## src/rtl/fp_normalize_pack.sv

```systemverilog
// Normalise, round-to-nearest-even and pack a raw single-precision add/sub mantissa.
// Iterative left normaliser (one bit per cycle), one operation in flight, valid/ready on both sides.
module fp_normalize_pack #(
    parameter int unsigned EXP_W  = 8,
    parameter int unsigned FRAC_W = 23,
    parameter int unsigned MANT_W = 28
) (
    input  logic                    clk,
    input  logic                    reset,
    input  logic                    in_valid,
    output logic                    in_ready,
    input  logic                    in_sign,
    input  logic [EXP_W-1:0]        in_exp,
    input  logic [MANT_W-1:0]       in_mant,
    output logic                    out_valid,
    input  logic                    out_ready,
    output logic [EXP_W+FRAC_W:0]   out_word,
    output logic                    out_overflow,
    output logic                    out_inexact,
    output logic                    out_zero
);

    localparam int unsigned CAR     = MANT_W - 1;
    localparam int unsigned HID     = MANT_W - 2;
    localparam int unsigned SIG_W   = FRAC_W + 1;
    localparam int unsigned EW      = EXP_W + 2;
    localparam int unsigned WORD_W  = EXP_W + FRAC_W + 1;
    localparam int unsigned EXP_MAX = (1 << EXP_W) - 1;

    typedef enum logic [2:0] {
        IDLE  = 3'd0,
        CHECK = 3'd1,
        SHIFT = 3'd2,
        ROUND = 3'd3,
        DONE  = 3'd4
    } state_t;

    state_t              state_q, state_d;
    logic                sign_q, sign_d;
    logic [EW-1:0]       exp_q, exp_d;
    logic [MANT_W-1:0]   mant_q, mant_d;
    logic                in_ready_d, out_valid_d;
    logic [WORD_W-1:0]   out_word_d;
    logic                out_overflow_d, out_inexact_d, out_zero_d;

    // Rounding datapath on the normalised mantissa
    logic [SIG_W-1:0]    sig;
    logic                g_bit, r_bit, s_bit, rnd_inc, rnd_carry, rnd_ovf;
    logic [SIG_W:0]      rnd_sum;
    logic [SIG_W-1:0]    rnd_sig;
    logic [EW-1:0]       rnd_exp;
    logic [MANT_W-1:0]   mant_shl;
    logic [EW-1:0]       exp_dec;

    assign sig       = mant_q[HID:3];
    assign g_bit     = mant_q[2];
    assign r_bit     = mant_q[1];
    assign s_bit     = mant_q[0];
    assign rnd_inc   = g_bit & (r_bit | s_bit | mant_q[3]);
    assign rnd_sum   = {1'b0, sig} + (SIG_W+1)'(rnd_inc);
    assign rnd_carry = rnd_sum[SIG_W];
    assign rnd_sig   = rnd_carry ? rnd_sum[SIG_W:1] : rnd_sum[SIG_W-1:0];
    assign rnd_exp   = exp_q + EW'(rnd_carry);
    assign rnd_ovf   = (rnd_exp >= EW'(EXP_MAX));
    assign mant_shl  = {mant_q[MANT_W-2:0], 1'b0};
    assign exp_dec   = exp_q - EW'(1);

    always_ff @(posedge clk) begin
        if (reset) begin
            state_q      <= IDLE;
            sign_q       <= 1'b0;
            exp_q        <= '0;
            mant_q       <= '0;
            in_ready     <= 1'b1;
            out_valid    <= 1'b0;
            out_word     <= '0;
            out_overflow <= 1'b0;
            out_inexact  <= 1'b0;
            out_zero     <= 1'b0;
        end else begin
            state_q      <= state_d;
            sign_q       <= sign_d;
            exp_q        <= exp_d;
            mant_q       <= mant_d;
            in_ready     <= in_ready_d;
            out_valid    <= out_valid_d;
            out_word     <= out_word_d;
            out_overflow <= out_overflow_d;
            out_inexact  <= out_inexact_d;
            out_zero     <= out_zero_d;
        end
    end

    always_comb begin
        state_d        = state_q;
        sign_d         = sign_q;
        exp_d          = exp_q;
        mant_d         = mant_q;
        out_valid_d    = 1'b0;
        out_word_d     = out_word;
        out_overflow_d = out_overflow;
        out_inexact_d  = out_inexact;
        out_zero_d     = out_zero;

        unique case (state_q)
            IDLE: begin
                if (in_valid && in_ready) begin
                    sign_d  = in_sign;
                    // Denormal operands carry exponent 0 but scale like exponent 1
                    exp_d   = (in_exp == '0) ? EW'(1) : EW'(in_exp);
                    mant_d  = in_mant;
                    state_d = CHECK;
                end
            end
            CHECK: begin
                if (mant_q == '0) begin
                    out_word_d     = '0;
                    out_zero_d     = 1'b1;
                    out_overflow_d = 1'b0;
                    out_inexact_d  = 1'b0;
                    state_d        = DONE;
                end else if (mant_q[CAR]) begin
                    mant_d  = {1'b0, mant_q[MANT_W-1:2], mant_q[1] | mant_q[0]};
                    exp_d   = exp_q + EW'(1);
                    state_d = ROUND;
                end else if (mant_q[HID] || exp_q == EW'(1)) begin
                    state_d = ROUND;
                end else begin
                    state_d = SHIFT;
                end
            end
            SHIFT: begin
                mant_d = mant_shl;
                exp_d  = exp_dec;
                if (mant_shl[HID] || exp_dec == EW'(1)) begin
                    state_d = ROUND;
                end
            end
            ROUND: begin
                out_zero_d    = 1'b0;
                out_inexact_d = g_bit | r_bit | s_bit;
                if (rnd_ovf) begin
                    out_word_d     = {sign_q, {EXP_W{1'b1}}, {FRAC_W{1'b0}}};
                    out_overflow_d = 1'b1;
                end else begin
                    out_word_d     = {sign_q,
                                      rnd_sig[SIG_W-1] ? rnd_exp[EXP_W-1:0] : {EXP_W{1'b0}},
                                      rnd_sig[FRAC_W-1:0]};
                    out_overflow_d = 1'b0;
                end
                state_d = DONE;
            end
            DONE: begin
                // out_valid rises one cycle after entering DONE and drops after the handshake
                if (out_valid && out_ready) begin
                    state_d = IDLE;
                end else begin
                    out_valid_d = 1'b1;
                end
            end
            default: state_d = IDLE;
        endcase

        in_ready_d = (state_d == IDLE);
    end

endmodule

```

## config.mk

```make
export PLATFORM = sky130hd
export DESIGN_NAME = fp_normalize_pack
export DESIGN_NICKNAME = d
export VERILOG_FILES = /design/src/rtl/fp_normalize_pack.sv
export SDC_FILE = /design/constraint.sdc
export NUM_CORES = 1
export LEC_CHECK = 0
export CAP_MARGIN = 10
export CORE_MARGIN = 2
export CORE_UTILIZATION = 54
export CTS_CLUSTER_SIZE = 10
export DETAILED_ROUTE_END_ITERATION = 12
export PLACE_DENSITY = 0.84
export SKIP_CTS_REPAIR_TIMING = 1
export SLEW_MARGIN = 10
export SYNTH_ARGS = -nofsm -noshare
export SYNTH_HDL_FRONTEND = slang
export SYNTH_SLANG_ARGS = --single-unit
```

## constraint.sdc

```tcl
create_clock -name clk -period 4.4 [get_ports clk]
set_input_delay 0.66 -clock clk [delete_from_list [all_inputs] [get_ports clk]]
set_output_delay 0.66 -clock clk [all_outputs]
set_load 0.005 [all_outputs]
```

==> results by group, run 1 <==
Placed design
  – Gpl congestion: 0.9578
  – Place WS: 0.2547 ns
  – Cell Count Post-Placement: 738
  – Hpwl dp: 8.855 mm
  – IO Port Bufs: 77

Timing
  – Tcrit/Tclk final: 0.9199
  – Setup slack after layout: 0.3524 ns
  – Worst Tran Pin Value: 0.7675 ns
  – Max Slew Vio Count: 0
  – RSZ-0062 raised after global routing: no
  – Post-layout minimum cycle time: 4.048 ns
  – Max Fclk: 247.1 MHz
  – Final setup vio count: 0
  – Final clock skew: 0.01093 ns
  – Final hold viol count: 0
  – Fin Setup TNS: 0 ns
  – Max_slew headroom: 0.4841

Floorplanning
  – I/O pin cnt: 78
  – Starting Density: 0.5614
  – Core Area: 8258 um2
  – Die height: 96.66 um
  – Die width: 96.66 um
  – Die area: 9342 um2
  – Row cnt: 33

Pwr
  – Power density cells: 585.6 nW/um2
  – Logic gate share of total power: 0.444
  – Sw frac: 0.4692
  – Clk network pwr share: 0.181
  – Worst vdd ir: 353.5 uV
  – Switching Power: 1.538 mW
  – Lkg Pwr: 1.941 nW
  – Sequential share of power: 0.375
  – Internal Power: 1.740 mW

Clock network
  – CTS tree: built
  – # H-tree levels: 3
  – Clock-pin slew on the worst setup and hold paths: 0.08 ns
  – Clock Sink Count: 79
  – Num CTS Buffers: 9
  – Max clock buf depth: 2
  – CTS Root Cell: clkbuf_8
  – Worst-Skew Late Latency: 0.36 ns

Critical path
  – Critical path depth in cells: 13
  – Crit-path cells: and2_1 > ha_1 > nand4_1 > nor3_1 > and4b_1 > ha_1 > ha_1 > nand3_1 > or3_1 > a2111oi_4 > a211oi_4 > a32oi_1 > nor2_1
  – CP Class: reg -> reg
  – Slowest CP cell: a2111oi_4
  – CP startpoint kind: register
  – Worst EP required: 4.63 ns
  – Setup crit end: out_word[14]
  – Critical path endpoint category: register
  – Crit path buf inv count: 0
  – Most frequent CP cell: ha_1
  – R2R Setup Slk: 0.35 ns
  – Critical Path Source: mant_q[2]
  – Largest fanout on the critical path: 9
  – Largest delay share family, worst path: simple AND/OR/NAND/NOR gates
  – Max incr delay on CP: 0.53 ns
  – Worst r2r src: mant_q[2]
  – Reg-to-reg endpoint: out_word[14]
  – R2R depth: 13
  – CP arrival: 4.28 ns

Drt
  – Wirelength, routed: 12.91 mm
  – DR pass1 iterations: 5
  – Via count: 4774
  – Wire per inst: 17.13 um
  – Via/cell ratio: 6.332
  – DRC violations left: 0
  – Detail Route Antenna Nets: 0
  – Initial DRC Count: 498

GRT
  – Vias in the first global route: 4318
  – Gr ovfl total: 0
  – Largest net degree at the start of global routing: 55
  – First-pass GRT wire length: 21.20 mm
  – Total GRT Usage: 0.2698
  – Initial antenna violation count: 0

Synth
  – Register area share after synthesis: 0.3412
  – Syn nets: 660
  – Synth warn: 0
  – Ys flop type: dfxtp_1
  – Syn Std Cell Area: 4636 um2
  – Most area-consuming cells after synthesis: dfxtp_1 (34%), a21oi_1 (7.8%), nand2_1 (6.9%), nor2_1 (5.3%), a22oi_1 (5.2%)
  – Area share of the largest cell type after synthesis: 0.3412
  – Number of synthesized flops with an enable pin: 0
  – Commonest cells post-synth: nand2_1 (85), dfxtp_1 (79), a21oi_1 (72)
  – Cells after synthesis: 612
  – FFs w/ async S/R, synth: 0
  – Synthesized area per cell: 7.575 um2
  – Post-synthesis register bit count: 79
  – Leading area contributor after synthesis: dfxtp_1
  – Top-count cell post-synth: nand2_1
  – Distinct cells, synth: 68

Outcome
  – Status: finished clean

Finish
  – Final net count: 692
  – Non-Filler Instances: 754
  – Share of layout cells above drive strength 1: 0.06317
  – Syn-to-layout area delta: 20.76%
  – Ant. Diodes: 0
  – Final core utilization: 0.6779

Min path
  – Hold/Removal Path Class: reg -> reg

Job
  – MaxCap Viol Count: 0
[worst min path at each step]
stage	to	depth (start not counted)	start	slack, ns
finish	out_word[7]	2	out_word[7]	0.45
global route	out_word[7]	2	out_word[7]	0.47
CTS	out_word[7]	2	out_word[7]	0.45
detailed placement	out_word[7]	2	out_word[7]	0.44
global placement	out_word[7]	2	out_word[7]	0.44
floorplan	out_word[31]	2	sign_q	0.43
[cells by family after synthesis]
group / share of synthesized area
AOI/OAI and AO/OA: 0.2769
xor gates and xnor gates: 0.05290
adders and majority gates: 0.01889
buffers and inverters: 0.05938
DFF: 0.3412
muxes: 0.004319
and+or+nand+nor: 0.2464
[metrics by stage]
| stage | area, um2 | hold slack [ns] | power, mW |
|---|---|---|---|
| after floorplan | 4636 | 0.4321 | 2.257 |
| after global placement | 5355 | 0.4363 | 2.589 |
| after detailed placement | 5355 | 0.4426 | 2.632 |
| after CTS | 5568 | 0.4534 | 3.227 |
| after global routing | 5598 | 0.4743 | 3.495 |
| final | 5598 | 0.4510 | 3.278 |
[routing by layer]
layer | vias up | track usage | wire length [um]
met4 | 0 | 0.09209 | 276
met2 | 270 | 0.4231 | 5935
met1 | 2206 | 0.3842 | 5494
met3 | 31 | 0.03396 | 1206
li1 | 2267 | - | -
met5 | - | 0 | 0
[cells in the final DEF (no fill, tap or decap), drive strengths merged, types with 3 or more instances in the layout]
cell           Yosys  routed
a211oi             4       4
a21oi             72      72
a221o              8       8
a22o               4       4
a22oi             32      32
a311oi             5       5
a31oi              6       6
a32oi              6       6
and2               4       4
and3               4       4
buf               13       7
clkbuf            49      10
clkdlybuf4s50      0      76
dfxtp             79      79
ha                 7       7
inv                7       7
nand2             85      85
nand2b             4       4
nand3             15      15
nand3b             3       3
nand4              8       8
nor2              66      66
nor3              19      19
nor4               9       9
o211ai             4       4
o21ai             30      30
or3                6       6
or3b               3       3
xnor2             15      15
xor2              13      13
[state kept, by name, indices dropped and copies added, names as in the netlist, 3 cells and up]
| signal | flops |
|---|---|
| state_q | 3 |
| out_word | 32 |
| exp_q | 10 |
| mant_q | 28 |
[power by group through the flow]
stage	clock [mW]	combinational, mW	sequential, mW
2_1_floorplan	0	1.29	0.965
3_3_place_gp	0	1.37	1.22
3_5_place_dp	0	1.41	1.23
4_1_cts	0.589	1.43	1.21
5_1_grt	0.623	1.61	1.26
6_report	0.595	1.46	1.23
[cell type report]
cell class | count | area (um2)
inverters | 7 | 26.28
clock inverters | 6 | 85.08
multi-input cells | 464 | 2835
well taps | 105 | 131.4
flip-flops and latches | 79 | 1582
fillers | 692 | 2660
clock buffers | 10 | 127.6
repair buffers | 83 | 810.8
[worst reg2reg max path, cell delays in order (launching register included)]
cell and delay, ns:
dfxtp_1 0.46, and2_1 0.19, ha_1 0.22, nand4_1 0.29, nor3_1 0.28, and4b_1 0.35, ha_1 0.22, ha_1 0.21
nand3_1 0.16, or3_1 0.47, a2111oi_4 0.53, a211oi_4 0.21, a32oi_1 0.28, nor2_1 0.06
(Power assumes the default switching activity.)
==> run 2, diff against run 1 <==
CORE_ASPECT_RATIO = 0.8   (was not set)
==> run 2 against run 1 <==
Against the previous run: cell area grew 0.13%; global-route usage grew 1.5 points; count of clock-buffer cells in the layout grew 2; core utilization shrank 1.1 points; critical endpoint is now out_word[8]; largest power group unchanged.
==> results by group, run 2 (synthesis gave the netlist of run 1 again) <==
Critical path
  – Most frequent CP cell: ha_1
  – Largest fanout on the critical path: 9 (unchanged)
  – Worst r2r src: mant_q[3]
  – Crit-path cells: and2_1 > ha_1 > nand4_1 > nor3_1 > and4b_1 > ha_1 > ha_1 > nand3_1 > or3_1 > a2111oi_4 > a211oi_4 > a32oi_1 > nor2_1
  – Largest delay share family, worst path: simple AND/OR/NAND/NOR gates
  – Worst EP required: 4.62 ns (about the same)
  – CP startpoint kind: register
  – Reg-to-reg endpoint: out_word[8]
  – R2R depth: 13 (unchanged)
  – Crit path buf inv count: 0 (unchanged)
  – CP Class: reg -> reg
  – R2R Setup Slk: 0.34 ns (about the same)
  – Max incr delay on CP: 0.53 ns (about the same)
  – Critical path endpoint category: register
  – CP arrival: 4.28 ns (about the same)
  – Slowest CP cell: a2111oi_4

Finish
  – Largest regs: out_word (32), mant_q (28), exp_q (10)
  – Commonest non-fill, non-tap cell in the layout: nand2_1
  – Ant. Diodes: 0 (unchanged)
  – Syn-to-layout area delta: 20.92%
  – Final net count: 693 (+0.14%)
  – Top register by number of flip-flops: out_word
  – Commonest non-fill, non-tap cells in the layout: nand2_1 (85), dfxtp_1 (79), clkdlybuf4s50_1 (77)
  – Share of layout cells above drive strength 1: 0.06154 (-0.001636)
  – FILL cells: 733 (+5.9%)
  – Max reg flops: 32 (unchanged)

Placed design
  – IO Port Bufs: 77 (unchanged)
  – Gpl congestion: 0.9312 (-2.8%)
  – Hpwl dp: 8.914 mm (+0.67%)

Drt
  – DR pass1 iterations: 5 (unchanged)
  – Initial DRC Count: 554 (+11%)
  – Wirelength, routed: 13.16 mm (+1.9%)
  – Via count: 4758 (-0.34%)
  – Wire per inst: 17.27 um (+0.84%)
  – Via/cell ratio: 6.244 (-1.4%)
  – Detail Route Antenna Nets: 0 (unchanged)
  – DRC violations left: 0 (unchanged)

Clock network
  – Worst-Skew Late Latency: 0.36 ns (about the same)
  – Max clock buf depth: 2 (unchanged)
  – CTS Root Cell: clkbuf_8
  – Num CTS Buffers: 9 (unchanged)
  – Clock-pin slew on the worst setup and hold paths: 0.08 ns (about the same)
  – # H-tree levels: 3 (unchanged)
  – CTS tree: built
  – Clock Sink Count: 79 (unchanged)

Job
  – MaxCap Viol Count: 0 (unchanged)

Timing
  – Final clock skew: 0.008107 ns (-0.002820 ns)
  – Max Slew Vio Count: 0 (unchanged)
  – Final hold viol count: 0 (unchanged)
  – Max Fclk: 246.5 MHz (-0.23%)
  – Fin Setup TNS: 0 ns (unchanged)
  – Tcrit/Tclk final: 0.9220 (+0.002124)
  – Max_slew headroom: 0.4507 (-0.03343)
  – Post-layout minimum cycle time: 4.057 ns (+0.009346 ns)
  – RSZ-0062 raised after global routing: no
  – Worst Tran Pin Value: 0.8172 ns (+0.04974 ns)
  – Final setup vio count: 0 (unchanged)

Min path
  – Hold_sp: out_word[11]
  – Hold endpoint: out_word[11]
  – Hold Path Stages: 2 (unchanged)
  – Hold/Removal Path Class: reg -> reg

GRT
  – Vias in the first global route: 4206 (-2.6%)
  – Gr ovfl total: 0 (unchanged)
  – Total GRT Usage: 0.2844 (+0.01460)
  – Largest net degree at the start of global routing: 60 (+9.1%)
  – Initial antenna violation count: 0 (unchanged)
  – First-pass GRT wire length: 21.11 mm (-0.42%)

Floorplanning
  – Die height: 86.87 um (-10%)
  – I/O pin cnt: 78 (unchanged)
  – Starting Density: 0.5513 (-0.01002)
  – Die area: 9346 um2 (about the same)
  – Die width: 107.6 um (+11%)
  – Row cnt: 30 (-9.1%)
  – Core Area: 8408 um2 (+1.8%)

Outcome
  – Status: finished clean

Pwr
  – Power Total: 3.259 mW (-0.57%)
  – Lkg Pwr: 1.938 nW (-0.20%)
  – Worst vdd ir: 568.9 uV (+61%)
  – Power density cells: 581.5 nW/um2 (-0.70%)
[run 2: cell count changes in the layout (fill, tap and decap cells not counted), sizes merged]
cell | previous run | this run
clkinv | 2 | 0
inv | 7 | 8
bufinv | 2 | 1
clkdlybuf4s50 | 76 | 77
clkbuf | 10 | 12
[run 2: area by class of cell]
class                   instances  area, um2  share of cell area
flip-flops and latches         79       1582              0.2821
repair buffers                 84      823.3              0.1469
multi-input cells             464       2835              0.5058
clock buffers                  12      145.1             0.02589
clock inverters                 4      53.80            0.009598
inverters                       7      26.28            0.004687
well taps                     112      140.1             0.02500
[run 2: stage by stage]
stage	setup slack (ns)	area (um2)	utilization	instances	hold slack, ns
5_1_grt	0.04751	5605	0.6667	762	0.4823
6_report	0.3430	5605	0.6667	762	0.4531
3_3_place_gp	0.5068	5376	0.6394	746	0.4370
3_5_place_dp	0.2421	5376	0.6394	746	0.4445
2_1_floorplan	0.6824	4636	-	612	0.4321
4_1_cts	0.2466	5575	0.6631	762	0.4590
[run 2: how the worst max path moves through the flow]
stage | startpoint | endpoint | slack, ns | cells past startpoint
global placement | mant_q[3] | out_word[30] | 0.51 | 13
CTS | mant_q[3] | out_word[27] | 0.25 | 13
finish | mant_q[3] | out_word[8] | 0.34 | 13
floorplan | mant_q[2] | out_word[25] | 0.68 | 15
global route | mant_q[3] | out_word[8] | 0.05 | 13
detailed placement | mant_q[2] | out_word[25] | 0.24 | 13
[run 2: worst min-delay path, cell delays in order (launching register included)]
cell and delay [ns]:
dfxtp_1 0.32, nand2_1 0.05, o21ai_1 0.05
[run 2: layer usage]
layer,global-route usage,wire length [um],vias to the layer above
li1,-,-,2261
met1,0.4090,5981,2197
met2,0.4351,5753,279
met3,0.06806,1258,21
met4,0.06177,166,0
met5,0,0,-
[run 2: where the power goes]
part           internal [mW]  switching, mW
Combinational          0.564          0.925
Clock                  0.280          0.280
Sequential             0.864          0.346
==> run 3, diff against run 2 <==
CAP_MARGIN = 20   (was 10)
==> results of run 3 <==
No change in the layout: final DEF, timing and power equal those of run 2.
